**src/rtl/vga_timing_driver.sv**
```systemverilog
// VGA raster generator and pixel driver. It produces colour, blank, sync,
// HSync and VSync. Pixels come from a ready/valid stream or from built-in
// test patterns, and the pattern/stream choice is latched only at frame
// boundaries. Every video output is registered with one cycle of latency.
// The grid pattern reads counter bits [4:0], so CNT_W must be at least 5.
module vga_timing_driver #(
  parameter int H_ACTIVE  = 640,
  parameter int H_FP      = 16,
  parameter int H_SYNC    = 96,
  parameter int H_BP      = 48,
  parameter int V_ACTIVE  = 480,
  parameter int V_FP      = 10,
  parameter int V_SYNC    = 2,
  parameter int V_BP      = 33,
  parameter bit HSYNC_POL = 1'b0,
  parameter bit VSYNC_POL = 1'b0,
  parameter int COLOR_W   = 8,
  parameter int CNT_W     = 12
) (
  input  logic                   ul1Clock,
  input  logic                   ul1Reset_n,
  input  logic                   ul1Enable,
  input  logic [1:0]             ul2Mode,
  input  logic                   ul1ClearStatus,
  input  logic [3*COLOR_W-1:0]   ulPixData,
  input  logic                   ul1PixValid,
  output logic                   ul1PixReady,
  output logic [COLOR_W-1:0]     ulRed,
  output logic [COLOR_W-1:0]     ulGreen,
  output logic [COLOR_W-1:0]     ulBlue,
  output logic                   ul1Blank_n,
  output logic                   ul1Sync_n,
  output logic                   ul1HSync,
  output logic                   ul1VSync,
  output logic                   ul1FrameStart,
  output logic                   ul1Underflow
);

  localparam int H_TOTAL = H_ACTIVE + H_FP + H_SYNC + H_BP;
  localparam int V_TOTAL = V_ACTIVE + V_FP + V_SYNC + V_BP;

  localparam logic [CNT_W-1:0] H_ACT_C  = CNT_W'(H_ACTIVE);
  localparam logic [CNT_W-1:0] H_SYN_S  = CNT_W'(H_ACTIVE + H_FP);
  localparam logic [CNT_W-1:0] H_SYN_E  = CNT_W'(H_ACTIVE + H_FP + H_SYNC);
  localparam logic [CNT_W-1:0] H_LAST   = CNT_W'(H_TOTAL - 1);
  localparam logic [CNT_W-1:0] V_ACT_C  = CNT_W'(V_ACTIVE);
  localparam logic [CNT_W-1:0] V_SYN_S  = CNT_W'(V_ACTIVE + V_FP);
  localparam logic [CNT_W-1:0] V_SYN_E  = CNT_W'(V_ACTIVE + V_FP + V_SYNC);
  localparam logic [CNT_W-1:0] V_LAST   = CNT_W'(V_TOTAL - 1);

  // Width of one colour bar; narrow rasters still get eight 1-pixel bars.
  localparam int BAR_W = (H_ACTIVE / 8 > 0) ? (H_ACTIVE / 8) : 1;

  localparam logic [COLOR_W-1:0] C_MAX  = '1;
  localparam logic [COLOR_W-1:0] C_GREY = COLOR_W'(1) << (COLOR_W - 1);

  // Raster position, latched source mode and registered output bundle.
  logic [CNT_W-1:0]   h_cnt_q, h_cnt_d;
  logic [CNT_W-1:0]   v_cnt_q, v_cnt_d;
  logic [1:0]         mode_q, mode_d;
  logic [COLOR_W-1:0] red_q, red_d;
  logic [COLOR_W-1:0] green_q, green_d;
  logic [COLOR_W-1:0] blue_q, blue_d;
  logic               blank_n_q, blank_n_d;
  logic               hsync_q, hsync_d;
  logic               vsync_q, vsync_d;
  logic               frame_start_q, frame_start_d;
  logic               underflow_q, underflow_d;

  logic               active;
  logic               frame_end;
  logic               pix_ready;
  logic               grid_line;
  logic [6:0]         bar_ge;
  logic [2:0]         bar_idx;
  logic [2:0]         bar_c;
  logic [COLOR_W-1:0] pix_r, pix_g, pix_b;

  assign active    = (h_cnt_q < H_ACT_C) && (v_cnt_q < V_ACT_C);
  assign frame_end = (h_cnt_q == H_LAST) && (v_cnt_q == V_LAST);
  assign pix_ready = ul1Enable && (mode_q == 2'd0) && active;
  assign grid_line = (h_cnt_q[4:0] == 5'd0) || (v_cnt_q[4:0] == 5'd0);

  // One comparator per bar boundary; counting how many boundaries hCnt has
  // passed gives hCnt/BAR_W already clamped to 7 without a divider.
  genvar gi;
  generate
    for (gi = 1; gi < 8; gi++) begin : g_bar
      assign bar_ge[gi-1] = (h_cnt_q >= CNT_W'(gi * BAR_W));
    end
  endgenerate

  // Bar index from the boundary comparators, inverted so bar 0 is white.
  always_comb begin
    bar_idx = 3'd0;
    for (int k = 0; k < 7; k++) begin
      bar_idx = bar_idx + {2'b00, bar_ge[k]};
    end
    bar_c = 3'd7 - bar_idx;
  end

  // Pixel source mux; anything outside the active region is black.
  always_comb begin
    pix_r = '0;
    pix_g = '0;
    pix_b = '0;
    if (active) begin
      case (mode_q)
        2'd0: begin
          // A missing stream word shows as black rather than stalling.
          if (ul1PixValid) begin
            {pix_r, pix_g, pix_b} = ulPixData;
          end
        end
        2'd1: begin
          pix_r = bar_c[2] ? C_MAX : '0;
          pix_g = bar_c[1] ? C_MAX : '0;
          pix_b = bar_c[0] ? C_MAX : '0;
        end
        2'd2: begin
          if (grid_line) begin
            pix_r = C_MAX;
            pix_g = C_MAX;
            pix_b = C_MAX;
          end
        end
        default: begin
          pix_r = C_GREY;
          pix_g = C_GREY;
          pix_b = C_GREY;
        end
      endcase
    end
  end

  // Next raster position, mode latch, output bundle and underflow flag.
  always_comb begin
    h_cnt_d       = '0;
    v_cnt_d       = '0;
    mode_d        = ul2Mode;
    red_d         = '0;
    green_d       = '0;
    blue_d        = '0;
    blank_n_d     = 1'b0;
    hsync_d       = ~HSYNC_POL;
    vsync_d       = ~VSYNC_POL;
    frame_start_d = 1'b0;

    if (ul1Enable) begin
      if (h_cnt_q == H_LAST) begin
        v_cnt_d = (v_cnt_q == V_LAST) ? '0 : v_cnt_q + 1'b1;
      end else begin
        h_cnt_d = h_cnt_q + 1'b1;
        v_cnt_d = v_cnt_q;
      end
      // A mode change requested mid-frame waits for the last pixel.
      mode_d        = frame_end ? ul2Mode : mode_q;
      red_d         = pix_r;
      green_d       = pix_g;
      blue_d        = pix_b;
      blank_n_d     = active;
      hsync_d       = ((h_cnt_q >= H_SYN_S) && (h_cnt_q < H_SYN_E)) ? HSYNC_POL : ~HSYNC_POL;
      vsync_d       = ((v_cnt_q >= V_SYN_S) && (v_cnt_q < V_SYN_E)) ? VSYNC_POL : ~VSYNC_POL;
      frame_start_d = (h_cnt_q == '0) && (v_cnt_q == '0);
    end

    // Setting the flag takes priority over a simultaneous clear.
    if (pix_ready && !ul1PixValid) begin
      underflow_d = 1'b1;
    end else if (ul1ClearStatus) begin
      underflow_d = 1'b0;
    end else begin
      underflow_d = underflow_q;
    end
  end

  // State register with asynchronous reset to the idle/blank bundle.
  always_ff @(posedge ul1Clock or negedge ul1Reset_n) begin
    if (!ul1Reset_n) begin
      h_cnt_q       <= '0;
      v_cnt_q       <= '0;
      mode_q        <= 2'd0;
      red_q         <= '0;
      green_q       <= '0;
      blue_q        <= '0;
      blank_n_q     <= 1'b0;
      hsync_q       <= ~HSYNC_POL;
      vsync_q       <= ~VSYNC_POL;
      frame_start_q <= 1'b0;
      underflow_q   <= 1'b0;
    end else begin
      h_cnt_q       <= h_cnt_d;
      v_cnt_q       <= v_cnt_d;
      mode_q        <= mode_d;
      red_q         <= red_d;
      green_q       <= green_d;
      blue_q        <= blue_d;
      blank_n_q     <= blank_n_d;
      hsync_q       <= hsync_d;
      vsync_q       <= vsync_d;
      frame_start_q <= frame_start_d;
      underflow_q   <= underflow_d;
    end
  end

  assign ul1PixReady   = pix_ready;
  assign ulRed         = red_q;
  assign ulGreen       = green_q;
  assign ulBlue        = blue_q;
  assign ul1Blank_n    = blank_n_q;
  assign ul1Sync_n     = 1'b1;
  assign ul1HSync      = hsync_q;
  assign ul1VSync      = vsync_q;
  assign ul1FrameStart = frame_start_q;
  assign ul1Underflow  = underflow_q;

endmodule

```
**config.mk**
```make
export PLATFORM = sky130hd
export DESIGN_NAME = vga_timing_driver
export DESIGN_NICKNAME = d
export VERILOG_FILES = /design/src/rtl/vga_timing_driver.sv
export SDC_FILE = /design/constraint.sdc
export NUM_CORES = 1
export LEC_CHECK = 0
export CORE_ASPECT_RATIO = 1.5
export CORE_MARGIN = 8
export CORE_UTILIZATION = 46
export CTS_CLUSTER_DIAMETER = 80
export DETAILED_ROUTE_END_ITERATION = 7
export PLACE_DENSITY = 0.77
export SLEW_MARGIN = 25
export SYNTH_ARGS = -nofsm -noshare
export SYNTH_HDL_FRONTEND = slang
export SYNTH_SLANG_ARGS = --single-unit
```
**constraint.sdc**
```tcl
create_clock -name ul1Clock -period 3.1 [get_ports ul1Clock]
set_clock_uncertainty 0.15 [all_clocks]
set_input_delay 0.775 -clock ul1Clock [delete_from_list [all_inputs] [get_ports ul1Clock]]
set_output_delay 0.775 -clock ul1Clock [all_outputs]
set_load 0.05 [all_outputs]
```
==> results.tsv, run 1 <==
stage	metric	value	unit
global_route	number of global-route vias before repair	2476	
global_route	largest net degree at the start of global routing	25	
synth	Netlist Area Pre-Place	0.00280	mm²
sta	final worst slack	-0.0793	ns
power	Pwr per Cell Area	437	mW/mm²
power	Tot Pwr	1700	µW
status	violations in the final reports	setup timing	
synth	Syn Inst Count	293	
synth	register area share after synthesis	49.2	%
sta	RSZ-0062 raised after global routing	true	
clock_tree	worst skew pair latency	0.32	ns
final_layout	share of layout cells above drive strength 1	18.9	%
setup_path	critical path type	flop to flop	
final_layout	Layout Nets	420	
global_route	GRT Util Overall	17.0	%
power	Peak supply drop	0.000298	V
final_layout	Layout fillers	481	
synth	Synth Flop Type	dfrtp_1	
floorplan	Die X	79.7	µm
setup_path	largest driver fanout on the critical path	8	
setup_path	critical path data required time	3.20	ns
final_layout	Multi-input gate area	0.00140	mm²
setup_path	cell family with most CP delay	adder cells	
placement	post-place instance area	0.00367	mm²
synth	Synth Area per Inst	9.57	µm²
sta	maximum clock frequency	315	MHz
synth	Synth cell types	46	
final_layout	Seq. cell area	0.00138	mm²
sta	final hold vios	0	
global_route	GR Overflow Total	0	
setup_path	Arr. time, crit path	3.28	ns
clock_tree	Bufs on Longest Clock Path	2	
final_layout	fin cells	454	
floorplan	die area	0.00890	mm²
synth	flops & latches, synth	55	
setup_path	worst path buffer plus inverter count	2	
floorplan	die height	112	µm
setup_path	crit-path cells	or3_4 > nand2b_4 > fa_1 > ha_2 > inv_2 > fa_1 > inv_2 > ha_4 > xnor2_4 > o21a_4 > a31oi_1	
clock_tree	Clk pin slew, worst setup/hold paths	0.11	ns
drt	wire length per cell	16.1	µm
setup_path	Slowest-stage cell, CP	fa_1	
floorplan	Initial Utilization	46.7	%
clock_tree	total CTS buffers	5	
synth	Post-Syn Nets	334	
sta	minimum clock period	3.18	ns
sta	Worst Tran Pin Value	0.576	ns
placement	placed cells	437	
floorplan	core area	0.00600	mm²
sta	Final setup viols	8	
sta	Max Slew Vio Count	0	
placement	GPL Wtd Cong	0.839	
sta	Slew headroom	61.2	%
setup_path	CP max stage delay	0.55	ns
final_layout	n_diodes	0	
run	MaxCap Viol Count	0	
drt	total wire length	7320	µm
synth	Synth async-reset ratio	100	%
final_layout	Area growth syn-to-layout	39.2	%
status	status	finished, violations left	
sta	period utilisation layout	103	%
drt	DRC violations left	0	
drt	antenna-violating nets left	0	
drt	vias	2481	
setup_path	CP Launch Type	flop	
floorplan	# IOs	62	
drt	via/cell ratio	5.46	
clock_tree	H-tree levels	2	
global_route	first-pass GRT wire length	12100	µm
clock_tree	root buffer cell	clkbuf_8	
final_layout	commonest non-fill, non-tap cells in the layout	clkdlybuf4s50_1, dfrtp_1, nand2_1, buf_4, a21oi_1	
placement	Port Buffer Count	60	
floorplan	row count	35	
final_layout	design area	0.00390	mm²
synth	YS warnings	0	
clock_tree	TritonCTS Sinks	55	
clock_tree	CTS tree	built	
synth	EDFF count, synth	0	
clock_tree	Hold Buf Count CTS	0	
power	Pleak	0.00165	µW
final_layout	commonest non-fill, non-tap cell in the layout	clkdlybuf4s50_1	
drt	Iteration-0 DRC Markers	151	
setup_path	crit end category	flop	
placement	DPL Wire Length	5650	µm
hold_path	Hold WC Path Type	primary input to asynchronous set/reset pin	
global_route	initial antenna violation count	0	
drt	number of detailed-routing iterations run before antenna repair	4	
[path summary, 6_finish.rpt]
path | start | end | slack (ns) | cells after the start
hold / removal | ul1Reset_n | h_cnt_q[3] | 0.27 | 1
setup reg to reg | h_cnt_q[10] | ulRed[7] | -0.08 | 11
hold reg to reg | ul1Underflow | ul1Underflow | 0.35 | 2
max in group asynchronous | ul1Reset_n | ul1VSync | 1.86 | 2
min in group ul1Clock | ul1Underflow | ul1Underflow | 0.35 | 2
setup / recovery | h_cnt_q[10] | ulRed[7] | -0.08 | 11
[flip-flops by register name (all words and copies together) (netlist names)]
register       cells
h_cnt_q           12
mode_q             2
ul1Blank_n         1
ul1FrameStart      1
ul1HSync           1
ul1Underflow       1
ul1VSync           1
ulBlue             8
ulGreen            8
ulRed              8
v_cnt_q           12
[cell usage after synthesis (3+ instances only)]
master	n	area [µm²]
dfrtp_1	53	1330
nand2_1	40	150
a21oi_1	24	120
nor2_1	17	63.8
clkbuf_1	14	52.6
inv_1	14	52.6
a31oi_1	10	62.6
nand3_1	10	50.1
xnor2_1	10	87.6
nand4_1	8	50.1
ha_1	7	87.6
nand2b_1	6	37.5
nor4_1	6	37.5
o21ai_0	6	30.0
and2_1	5	31.3
mux2i_1	5	50.1
nor3_1	5	25.0
a41oi_1	3	26.3
and3_1	3	18.8
and4_1	3	26.3
buf_4	3	22.5
fa_1	3	60.1
nor3b_1	3	22.5
nor4b_1	3	26.3
o21a_1	3	22.5
o31ai_1	3	22.5
[cell families after synthesis]
family / after synthesis / share of synthesized area [%]
xor+xnor: 11 / 3.44
simple gates: 121 / 22.6
buf+inv: 33 / 4.86
mux: 7 / 2.59
compound gates: 55 / 12.0
flops: 55 / 49.2
fa+ha+maj: 10 / 5.27
other cells: 1 / 0.134
[routing by layer]
metal	part of all wire, %	wire (µm)	up-vias	track usage, %
met2	57	4190	62	31.3
met1	36	2660	1212	18.2
li1	-	-	1194	-
met5	0	0	-	0
met3	4.2	307	13	2.90
met4	2.2	161	0	6.46
[worst register-to-register path, stage by stage (launching register included)]
cell and delay (ns):
dfrtp_1 0.39, or3_4 0.43, nand2b_4 0.16, fa_1 0.55, ha_2 0.17, inv_2 0.03
fa_1 0.49, inv_2 0.05, ha_4 0.17, xnor2_4 0.12, o21a_4 0.23, a31oi_1 0.17
[through the flow]
step	setup slack [ns]	hold WS [ns]	setup TNS (ns)	util (%)
6_report	-0.0793	0.267	-0.448	65.1
5_1_grt	-0.195	0.280	-1.94	65.1
4_1_cts	-0.0744	0.271	-0.446	64.7
3_5_place_dp	-0.157	0.329	-1.46	61.1
3_3_place_gp	-0.0915	0.329	-0.606	61.1
2_1_floorplan	-0.0615	0.322	-0.294	-
[report_power, final]
group          switching (µW)  leakage, µW  total (µW)  internal (µW)
combinational             310     0.000880         490            180
sequential               24.9     0.000728         796            771
clock                     254    0.0000452         419            165
[cell type report]
class	instances	area share [%]
clock buffers	5	1.76
clock inverters	3	0.641
inverters	14	1.35
multi-input cells	205	35.7
flip-flops and latches	55	35.4
well taps	74	2.37
repair buffers	98	22.8
[repair_timing]
item	in CTS	in global routing
setup buffers	9	0
gates resized for setup	13	4
pin swaps	9	4
endpoints found under the setup margin	17	16
Power figures use the tool's default switching activity.
==> run 2, diff against run 1 <==
CTS_CLUSTER_SIZE = 25   (was default)
SLEW_MARGIN = 20   (was 25)
==> results of run 2 <==
No change in the layout: final DEF, timing and power equal those of run 1.
==> variant 1 (settings of run 1) <==
`VSYNC_POL`: 1'b0 -> 1'b1.
--- a/src/rtl/vga_timing_driver.sv
+++ b/src/rtl/vga_timing_driver.sv
@@ -15,3 +15,3 @@
   parameter bit HSYNC_POL = 1'b0,
-  parameter bit VSYNC_POL = 1'b0,
+  parameter bit VSYNC_POL = 1'b1,
   parameter int COLOR_W   = 8,
Formal check against the unedited RTL: not equivalent (a bounded check fails within 4 cycles, from zero or initial values and one cycle with ul1Reset_n low).
==> variant 1 against run 1 <==
- the flow still finishes with violations (setup timing)
- cell area increased by 2.0%
- die area rose by 0.56%
- synthesized area increased by 0.67%
- sequential cell count is the same
- combinational power up 5.7%
- routed wire length rose by 4.3%
- count of clock-buffer cells in the layout increased by 1
- worst setup slack worse by 0.19 ns
- sequential share of layout area fell by 0.75 points
- power grew 6.5%
- critical path depth is 1 higher
- critical endpoint is now ulRed[2]$_DFF_PN0_
- largest cell class unchanged
- largest power group unchanged
==> variant 1: results (changes against run 1) <==
stage;metric;value;unit;change
status;status;finished with violations;;
status;violations;setup timing;;
setup_path;path_class;reg2reg;;
timing;finalSetupTns;-3.028;ns;-2.580 ns
logic_synthesis;yosys-top-cells-count;dfrtp_1, nand2_1, a21oi_1, nor2_1;;
timing;setup_viol;16;;+8
clock_tree;path_clk_slew;0.10;ns;
power_and_ir_drop;irDropWorstVdd;0.3447;mV;+16%
setup_path;timing.critical_path.slowest_stage_cell;fa_1;;
logic_synthesis;synth.area.top_cells;dfrtp_1, nand2_1, a21oi_1, ha_1, xnor2_1;;
global_route;grt_pass1_wl;12540;um;+3.7%
logic_synthesis;ys_seq_area_share;48.80;%;-0.37 points
detailed_routing;wl_per_cell;16.86;um;+4.6%
finish;fin_nets;419;;-0.24%
global_route;grt_max_degree;25;;unchanged
finish;largestRegisters;h_cnt_q (12), v_cnt_q (12);;
place;port_buffers;60;;unchanged
logic_synthesis;synth_nets;334;;unchanged
power_and_ir_drop;leakagePower;1.704;nW;+3.0%
finish;drive_gt1_share;20.32;%;+1.4 points
clock_tree;clk-insertion-delay-late;0.30;ns;-0.02 ns
setup_path;crit_arrival;3.44;ns;+0.16 ns
global_route;grt_pass1_vias;2634;;+6.4%
setup_path;critical-path-max-stage-delay;0.50;ns;-0.05 ns
clock_tree;ctsHtreeMaxLevel;2;;unchanged
logic_synthesis;async_flop_share;100.0;%;unchanged
timing;tightest_slew;0.5666;ns;-0.009186 ns
place;dp_cells;438;;+0.23%
detailed_routing;num_vias;2520;;+1.6%
detailed_routing;drtIter0Drc;320;;+110%
logic_synthesis;ys_warn_count;0;;unchanged
setup_path;r2r_start;h_cnt_q[11]$_DFF_PN0_;;
clock_tree;cts_root_buf;clkbuf_8;;
detailed_routing;totalWireLength;7636;um;+4.3%
hold_path;min_path_type;in2async;;
finish;n_antenna_cell;0;;unchanged
logic_synthesis;yosysUniqueCellTypes;49;;+6.5%
global_route;grt_usage;17.50;%;+0.54 points
place;globalplace.congestion;0.8781;;+4.6%
place;dp_hpwl;5507;um;-2.6%
setup_path;cp_max_fo;8;;unchanged
timing;fin_ws;-0.2678;ns;-0.1885 ns
variant 1: cell type report:
| class | instances | area, um^2 |
|---|---|---|
| fillers | 469 | 2062 |
| multi-input cells | 205 | 1446 |
| flip-flops and latches | 55 | 1378 |
| repair buffers | 97 | 894.6 |
| well taps | 74 | 92.59 |
| clock buffers | 6 | 82.58 |
| inverters | 14 | 52.55 |
| clock inverters | 2 | 35.03 |
variant 1: worst paths after layout:
check	depth (start not counted)	slack (ns)	endpoint
max reg2reg	12	-0.27	ulRed[2]$_DFF_PN0_
min	1	0.27	v_cnt_q[7]$_DFFE_PN0P_
min in group ul1Clock	2	0.35	ul1Underflow$_DFFE_PN0P_
min reg2reg	2	0.35	ul1Underflow$_DFFE_PN0P_
max in group asynchronous	2	1.91	ulRed[1]$_DFF_PN0_
max	12	-0.27	ulRed[2]$_DFF_PN0_
variant 1: stage by stage:
step | util [%] | setup slack [ns] | power (mW) | cell area [um^2]
global route | 65.88 | -0.3681 | 1.885 | 3981
detailed placement | 61.37 | -0.2506 | 1.299 | 3709
CTS | 65.18 | -0.2547 | 1.809 | 3939
global placement | 61.37 | -0.1887 | 1.296 | 3709
finish | 65.88 | -0.2678 | 1.816 | 3981
floorplan | - | -0.1841 | 1.094 | 2849
variant 1: power breakdown:
group / total [mW] / switching (mW) / internal (mW)
logic: 0.518 / 0.328 / 0.190
registers: 0.800 / 0.0287 / 0.771
clock network: 0.498 / 0.236 / 0.262
variant 1: kinds of logic (layout without fill, tap and decap cells):
logic type / after synthesis / count (layout) / share of synthesized area (%)
compound gates: 56 / 56 / 12.41
xor+xnor: 11 / 11 / 3.413
fa+ha+maj: 10 / 10 / 5.230
buf+inv: 33 / 119 / 4.743
flops: 55 / 55 / 48.80
mux: 7 / 7 / 2.837
other cells: 1 / 1 / 0.1329
simple gates: 120 / 120 / 22.43
variant 1: metal layers:
metal	part of all wire (%)	vias up	GRT usage (%)
met4	2.6	0	8.049
met5	0	-	0
met2	53	87	30.37
li1	-	1188	-
met3	4.7	15	2.903
met1	39	1230	19.93
variant 1: what timing repair did:
action                                  CTS  global route
endpoints found under the setup margin   17            16
pin swaps                                 6             3
setup buffers                             7             0
resized for setup                        14             6
variant 1: worst reg2reg max path, stage by stage (launching register included):
cell     delay [ns]
dfrtp_1        0.39
or3_4          0.39
or2_4          0.26
a21o_1         0.17
fa_1           0.50
ha_2           0.18
inv_2          0.03
fa_1           0.49
inv_2          0.05
ha_4           0.15
xnor2_2        0.13
o21a_4         0.23
a21oi_1        0.18
==> variant 2 (flow settings as in run 1) <==
Without the edit above. Register the input `ul2Mode` before use. The logic sees it one clock later. The other inputs are not delayed to match.
--- a/src/rtl/vga_timing_driver.sv
+++ b/src/rtl/vga_timing_driver.sv
@@ -56,2 +56,8 @@
 
+  logic [1:0] ul2Mode_q;
+
+  always_ff @(posedge ul1Clock) begin
+    ul2Mode_q <= ul2Mode;
+  end
+
   // Raster position, latched source mode and registered output bundle.
@@ -139,3 +145,3 @@
     v_cnt_d       = '0;
-    mode_d        = ul2Mode;
+    mode_d        = ul2Mode_q;
     red_d         = '0;
@@ -156,3 +162,3 @@
       // A mode change requested mid-frame waits for the last pixel.
-      mode_d        = frame_end ? ul2Mode : mode_q;
+      mode_d        = frame_end ? ul2Mode_q : mode_q;
       red_d         = pix_r;
Behaviour: not the same (a bounded check fails within 4 cycles, from zero or initial values and one cycle with ul1Reset_n low).
==> variant 2 against run 1 <==
- the run still ends with setup timing left
- sequential share of layout area is 0.33 points lower
- cell area is 3.9% higher
- synthesized area is 2.4% higher
- first-iteration DRC count is 23% higher
- worst setup slack worse by 0.020 ns
- sequential cell count is 2 higher
- via count is 2.4% higher
- power is 24% higher
- routed wire length is 7.9% higher
- clock power is 84% higher
- combinational power is 4% higher
- critical path type unchanged
- largest cell class unchanged
==> variant 2: results (changes against run 1) <==
stage;metric;value;unit;change
status;status;finished with violations;;
status;violations;setup timing;;
logic_synthesis;yosysUniqueCellTypes;47;;+2.2%
timing;fin_ws;-0.09951;ns;-0.02022 ns
detailed_routing;num_vias;2540;;+2.4%
detailed_routing;drtIter0Drc;186;;+23%
finish;stdcell_count;458;;+0.88%
detailed_routing;firstDrtPassIters;7;;+3
global_route;grt.met3_usage;3.413;%;+0.51 points
detailed_routing;wl_met1;3096;um;+16%
logic_synthesis;synthAdderAreaFrac;5.142;%;-0.12 points
logic_synthesis;ys_seq_area_share;49.41;%;+0.24 points
logic_synthesis;synth_area_per_cell;9.701;um^2;+1.4%
logic_synthesis;synth.area.top_cells;dfrtp_1, nand2_1, a21oi_1, ha_1, nand3_1;;
global_route;grt_max_degree;42;;+68%
timing;setup_viol;9;;+1
power_and_ir_drop;power;2.108;mW;+24%
setup_path;crit_arrival;3.32;ns;+0.04 ns
logic_synthesis;synth_compound_gate_area_share;13.12;%;+1.2 points
logic_synthesis;synth_xor_area_share;3.050;%;-0.39 points
logic_synthesis;yosys-top-cells-count;dfrtp_1, nand2_1, a21oi_1, nand3_1, nor2_1;;
finish;drive_gt1_share;20.83;%;+1.9 points
global_route;grt_pass1_vias;2585;;+4.4%
global_route;gr-usage-met1;20.00;%;+1.8 points
power_and_ir_drop;clock_power_share;36.6;%;+12 points
place;place_area;3737;um^2;+1.9%
place;globalplace.congestion;0.9124;;+8.7%
place;dp_cells;440;;+0.69%
power_and_ir_drop;comb_power_share;24.1;%;-4.6 points
global_route;grt_usage;17.92;%;+0.95 points
clock_tree;clk-insertion-delay-late;0.35;ns;+0.03 ns
timing;finalSetupTns;-0.6018;ns;-0.1536 ns
hold_path;min_path_type;reg2reg;;
logic_synthesis;synth_mux_area_share;2.092;%;-0.50 points
clock_tree;path_clk_slew;0.07;ns;-0.04 ns
global_route;grt_pass1_wl;12590;um;+4.1%
power_and_ir_drop;irDropWorstVdd;0.3962;mV;+33%
## variant 2: changes by cell type after synthesis, sizes merged, moves of 4 or more
cell   change
o21ai      +6
nand3      +5
nor4       -5
or3        +5
a31oi      -4
xnor2      -4
## variant 2: worst max-delay path: cells and delay by family (launching register included)
family,cells,cell delay (ns)
AND/OR/NAND/NOR,1,0.43
AO/OA/AOI/OAI,3,0.60
XOR/XNOR,1,0.13
flip-flops,1,0.39
adder cells (fa/ha/maj),4,1.35
buffers and inverters,2,0.09
## variant 2: layout make-up
class | count | area, um^2
fill | 453 | 2032
inverter | 11 | 41.29
clock buffer | 9 | 123.9
sequential | 57 | 1420
clock inverter | 7 | 93.84
multi-input combinational | 212 | 1469
tap | 74 | 92.59
timing repair buffer | 88 | 814.5
## variant 2: repair_timing
item,in CTS,in global routing
setup endpoints to repair,14,16
hold buffers,0,0
cloned,0,0
setup buffers,2,0
resized for setup,10,9
pin swaps,9,3
